[src/rtl/cpu_pkg.sv]
// Shared CPU definitions: default memory geometry, reset PC, bubble word,
// and the IF/ID pipeline register layout.
package cpu_pkg;

  localparam int          DEF_IMEM_BYTES = 128;
  localparam logic [31:0] DEF_RESET_PC   = 32'h0000_0000;
  localparam logic [31:0] DEF_NOP_WORD   = 32'h0000_0000;

  typedef struct packed {
    logic [31:0] pc;
    logic [31:0] pc4;
    logic [31:0] instr;
    logic        valid;
  } if_id_t;

endpackage

[src/rtl/if_id_reg.sv]
// IF/ID pipeline register. It loads a fetched instruction, or inserts a bubble
// that keeps the previous pc/pc4, or holds its contents.
module if_id_reg
  import cpu_pkg::*;
#(
  parameter logic [31:0] NOP_WORD = DEF_NOP_WORD
) (
  input  logic        clk,
  input  logic        rst,
  input  logic        load,
  input  logic        bubble,
  input  logic [31:0] pc,
  input  logic [31:0] pc4,
  input  logic [31:0] instr,
  output logic [31:0] pc_q,
  output logic [31:0] pc4_q,
  output logic [31:0] instr_q,
  output logic        valid_q
);

  if_id_t stage;

  // Bubble takes precedence over load so that a redirect always squashes the slot.
  always_ff @(posedge clk) begin
    if (rst) begin
      stage <= '{pc: 32'h0, pc4: 32'h0, instr: NOP_WORD, valid: 1'b0};
    end else if (bubble) begin
      stage.instr <= NOP_WORD;
      stage.valid <= 1'b0;
    end else if (load) begin
      stage <= '{pc: pc, pc4: pc4, instr: instr, valid: 1'b1};
    end
  end

  assign pc_q    = stage.pc;
  assign pc4_q   = stage.pc4;
  assign instr_q = stage.instr;
  assign valid_q = stage.valid;

endmodule

[src/rtl/if_stage.sv]
// Instruction-fetch stage: owns the PC and drives the instruction memory.
// It handles stall, redirect, end-of-memory suspension and a fetch counter.
module if_stage
  import cpu_pkg::*;
#(
  parameter int          IMEM_BYTES = DEF_IMEM_BYTES,
  parameter logic [31:0] RESET_PC   = DEF_RESET_PC,
  parameter logic [31:0] NOP_WORD   = DEF_NOP_WORD
) (
  input  logic        clk,
  input  logic        rst,
  input  logic        stall,
  input  logic        redirect,
  input  logic [31:0] redirect_pc,
  input  logic [31:0] instr,
  output logic [31:0] instr_addr,
  output logic [31:0] if_id_pc,
  output logic [31:0] if_id_pc4,
  output logic [31:0] if_id_instr,
  output logic        if_id_valid,
  output logic        fetch_end,
  output logic [31:0] fetch_count
);

  localparam logic [31:0] LAST_PC = 32'(IMEM_BYTES - 4);

  logic [31:0] pc;
  logic [31:0] pc_plus4;
  logic [31:0] target;
  logic        load;
  logic        bubble;

  assign pc_plus4   = pc + 32'd4;
  assign target     = {redirect_pc[31:2], 2'b00};
  assign instr_addr = pc;

  assign load   = !redirect && !stall && !fetch_end;
  assign bubble = redirect || (!stall && fetch_end);

  // Priority: reset, redirect, stall, end-of-memory, then sequential fetch.
  always_ff @(posedge clk) begin
    if (rst) begin
      pc          <= RESET_PC;
      fetch_end   <= 1'b0;
      fetch_count <= 32'h0;
    end else if (redirect) begin
      pc        <= target;
      fetch_end <= (target > LAST_PC);
    end else if (!stall && !fetch_end) begin
      if (fetch_count != 32'hFFFF_FFFF) begin
        fetch_count <= fetch_count + 32'd1;
      end
      if (pc == LAST_PC) begin
        fetch_end <= 1'b1;
      end else begin
        pc <= pc_plus4;
      end
    end
  end

  if_id_reg #(
    .NOP_WORD(NOP_WORD)
  ) u_if_id_reg (
    .clk     (clk),
    .rst     (rst),
    .load    (load),
    .bubble  (bubble),
    .pc      (pc),
    .pc4     (pc_plus4),
    .instr   (instr),
    .pc_q    (if_id_pc),
    .pc4_q   (if_id_pc4),
    .instr_q (if_id_instr),
    .valid_q (if_id_valid)
  );

endmodule
[config.mk]
export PLATFORM = sky130hd
export DESIGN_NAME = if_stage
export DESIGN_NICKNAME = d
export VERILOG_FILES = /design/src/rtl/cpu_pkg.sv /design/src/rtl/if_id_reg.sv /design/src/rtl/if_stage.sv
export SDC_FILE = /design/constraint.sdc
export NUM_CORES = 1
export LEC_CHECK = 0
export CORE_ASPECT_RATIO = 1.2
export CORE_MARGIN = 1
export CORE_UTILIZATION = 45
export CTS_CLUSTER_DIAMETER = 150
export DETAILED_ROUTE_END_ITERATION = 8
export GPL_TIMING_DRIVEN = 0
export MAX_ROUTING_LAYER = met4
export PLACE_DENSITY_LB_ADDON = 0.05
export SYNTH_ARGS = -nofsm -noshare
export SYNTH_HDL_FRONTEND = slang
export SYNTH_SLANG_ARGS = --single-unit
[constraint.sdc]
create_clock -name clk -period 5.8 [get_ports clk]
set_input_delay 1.16 -clock clk [delete_from_list [all_inputs] [get_ports clk]]
set_output_delay 1.16 -clock clk [all_outputs]
set_load 0.01 [all_outputs]
==> metrics.csv <==
metric;value;unit
Switching Power;672;uW
Core ar.;15200;um^2
Layout fillers;1384;
Max-Cap Viols;0;
Clock transition at path regs;0.06;ns
top cell type by total area after synthesis;dfxtp_1;
I/O Buffers;221;
flops & latches, synth;156;
Min Hold Slack;0.453;ns
worst-case clock buffer depth;2;
Async SR Flop Fraction;0;%
RePlAce Congestion;0.936;
global-route wire length before repair;36800;um
RSZ-0062 raised after global routing;no;
hold depth;2;
setup tns final;0;ns
clock root cell;clkbuf_16;
DRC errors left;0;
required time worst endpoint;6.15;ns
number of flops mapped to enable cells by yosys;0;
Fin. Hold Viols;0;
PD cells;259;nW/um^2
detailed-route via count;7606;
row cnt;49;
crit path launch;stall;
combinational share of power;11.9;%
peak supply drop;0.180;mV
Die X;117;um
hold_sp;u_if_id_reg.pc_q[26];
hold buffer count at cts;0;
synth cell count leaders;168 x nand2_1, 156 x dfxtp_1, 103 x a21oi_1;
ys flop type;dfxtp_1;
CTS tree;done;
CTS sink cnt;156;
vias in the first global route;7145;
leakage;3.29;nW
initial drt markers;502;
CP Max Fanout;10;
Cell Int Power;1.97;mW
Clock Skews;0.00602;ns
antenna violations before repair;0;
share of layout cells above drive strength 1;4.94;%
nets;1210;
DR pass1 iterations;5;
Area Growth Syn to Fin;43.9;%
most frequent cell after synthesis;nand2_1;
crit path capture;fetch_count[1];
Synth Cell Area;7090;um^2
cts bufs inserted;17;
type of the worst setup path;primary input to flop;
synth top area cells;dfxtp_1 44%, nand2_1 8.9%, a21oi_1 7.3%;
Via density;5.61;
worst slew pin tran;1.32;ns
grt ovf;0;
Die ar.;16300;um^2
Max Slew Vio Count;0;
fin crit period;3.51;ns
Clk pwr share;44.8;%
worst skew pair latency;0.42;ns
Rel. slew slack;10.9;%
Post-DRT Antenna Nets;0;
power share of the sequential group;43.3;%
setup bufs post-CTS;0;
Post-DP HPWL;17600;um
capturing point of the worst reg2reg path;instr_addr[26];
outcome;completed;
largest net degree at the start of global routing;17;
worst min path class;flop to flop;
Yosys top cell area share;44.1;%
final worst path period share;60.5;%
I/O pin count;230;
Netlist cell types;59;
CP startpoint kind;primary input;
switching share of total power;25.4;%
sequential-to-total area share from yosys stat;44.1;%
Reg2Reg Launch Point;instr_addr[2];
WL/cell;17.6;um
die height;139;um
Max Freq;0.285;GHz
gate count of the mapped netlist;895;
FF-to-FF setup slack;2.61;ns
crit end category;flop;
H-Tree Depth;4;
# setup viols final;0;
Total GRT Usage;30.4;%
CTS resizes;0;
Worst Reg2Reg Path Length in Cells;6;
Synth Warn #;0;
n_diodes;0;
final WL;23900;um
Avg Inst Size Synth;7.92;um^2
Crit path arrival time;3.86;ns
Initial Utilization;46.6;%
[power by group through the flow]
stage	logic, mW	registers [mW]	clock network (mW)
after floorplan	0.126	1.17	0
after global placement	0.309	1.17	0
after detailed placement	0.310	1.17	0
after CTS	0.312	1.14	1.19
after global routing	0.336	1.15	1.24
final	0.314	1.14	1.19
[through the flow]
stage | std cells | worst slack, ns | cell area (um^2) | utilization [%] | power [mW]
floorplan | 900 | 2.72 | 7110 | - | 1.30
global placement | 1325 | 1.89 | 9570 | 63.0 | 1.48
detailed placement | 1325 | 1.89 | 9570 | 63.0 | 1.48
CTS | 1357 | 2.32 | 10200 | 67.1 | 2.65
global route | 1357 | 2.12 | 10200 | 67.1 | 2.72
finish | 1357 | 2.29 | 10200 | 67.1 | 2.64
[per-layer routing]
layer | wire length, um | vias up | part of all wire [%] | global-route usage, %
met1 | 9750 | 3577 | 41 | 36.2
met5 | 0 | - | 0 | -
met2 | 11500 | 337 | 48 | 48.4
met3 | 1960 | 56 | 8.2 | 8.06
met4 | 752 | 0 | 3.1 | 11.7
li1 | - | 3636 | - | -
[cells in the final DEF, fill, tap and decap left out, types with 8 or more instances in the layout]
cell type and instances:
nand3_1 26, o21ai_0 24, o31ai_1 8, xnor2_1 26, inv_1 14, a211oi_1 36, a21oi_1 103, clkbuf_16 17
or3_1 22, nor3_1 22, clkdlybuf4s50_1 221, clkbuf_1 61, nand2_1 168, xor2_1 13, nand4_1 21, dfxtp_1 156
and3_1 10, nor2_1 69, nor4_1 25
[flip-flops by register name, indices dropped and copies added, names as in the netlist]
register	flops
fetch_count	32
fetch_end	1
instr_addr	30
u_if_id_reg.instr_q	32
u_if_id_reg.pc4_q	30
u_if_id_reg.pc_q	30
u_if_id_reg.valid_q	1
[cell type report]
type	instances	area, um^2	share of cell area (%)
clock inverter	12	161	1.58
buffer	71	298	2.92
timing repair buffer	221	2210	21.7
sequential	156	3120	30.6
tap	204	255	2.50
clock buffer	20	467	4.58
inverter	15	56.3	0.552
multi-input combinational	658	3630	35.6
[kinds of logic (layout without fill, tap and decap cells)]
group | after synthesis | count (layout) | synth area share [%]
and+or+nand+nor | 404 | 404 | 27.4
DFF | 156 | 156 | 44.1
buffers and inverters | 86 | 339 | 5.00
xor gates and xnor gates | 39 | 39 | 4.82
adders and majority gates | 2 | 2 | 0.353
muxes | 5 | 5 | 0.936
other | 1 | 6 | 0.0529
AOI/OAI and AO/OA | 202 | 202 | 17.4
[worst min-delay path by stage]
stage	to	slack, ns
6_report	u_if_id_reg.pc_q[26]	0.45
5_1_grt	u_if_id_reg.instr_q[16]	0.47
4_1_cts	u_if_id_reg.pc_q[5]	0.45
3_5_place_dp	u_if_id_reg.instr_q[16]	0.45
3_3_place_gp	u_if_id_reg.instr_q[2]	0.44
2_1_floorplan	u_if_id_reg.instr_q[0]	0.48
[critical path, stage by stage]
cell and delay [ns]:
clkdlybuf4s50_1 0.52, or2_2 0.33, nor2_1 0.46, clkbuf_1 0.61
clkbuf_1 0.50, nand3b_1 0.13, a21oi_1 0.14
Note: power is estimated with default switching activity, not from simulation.
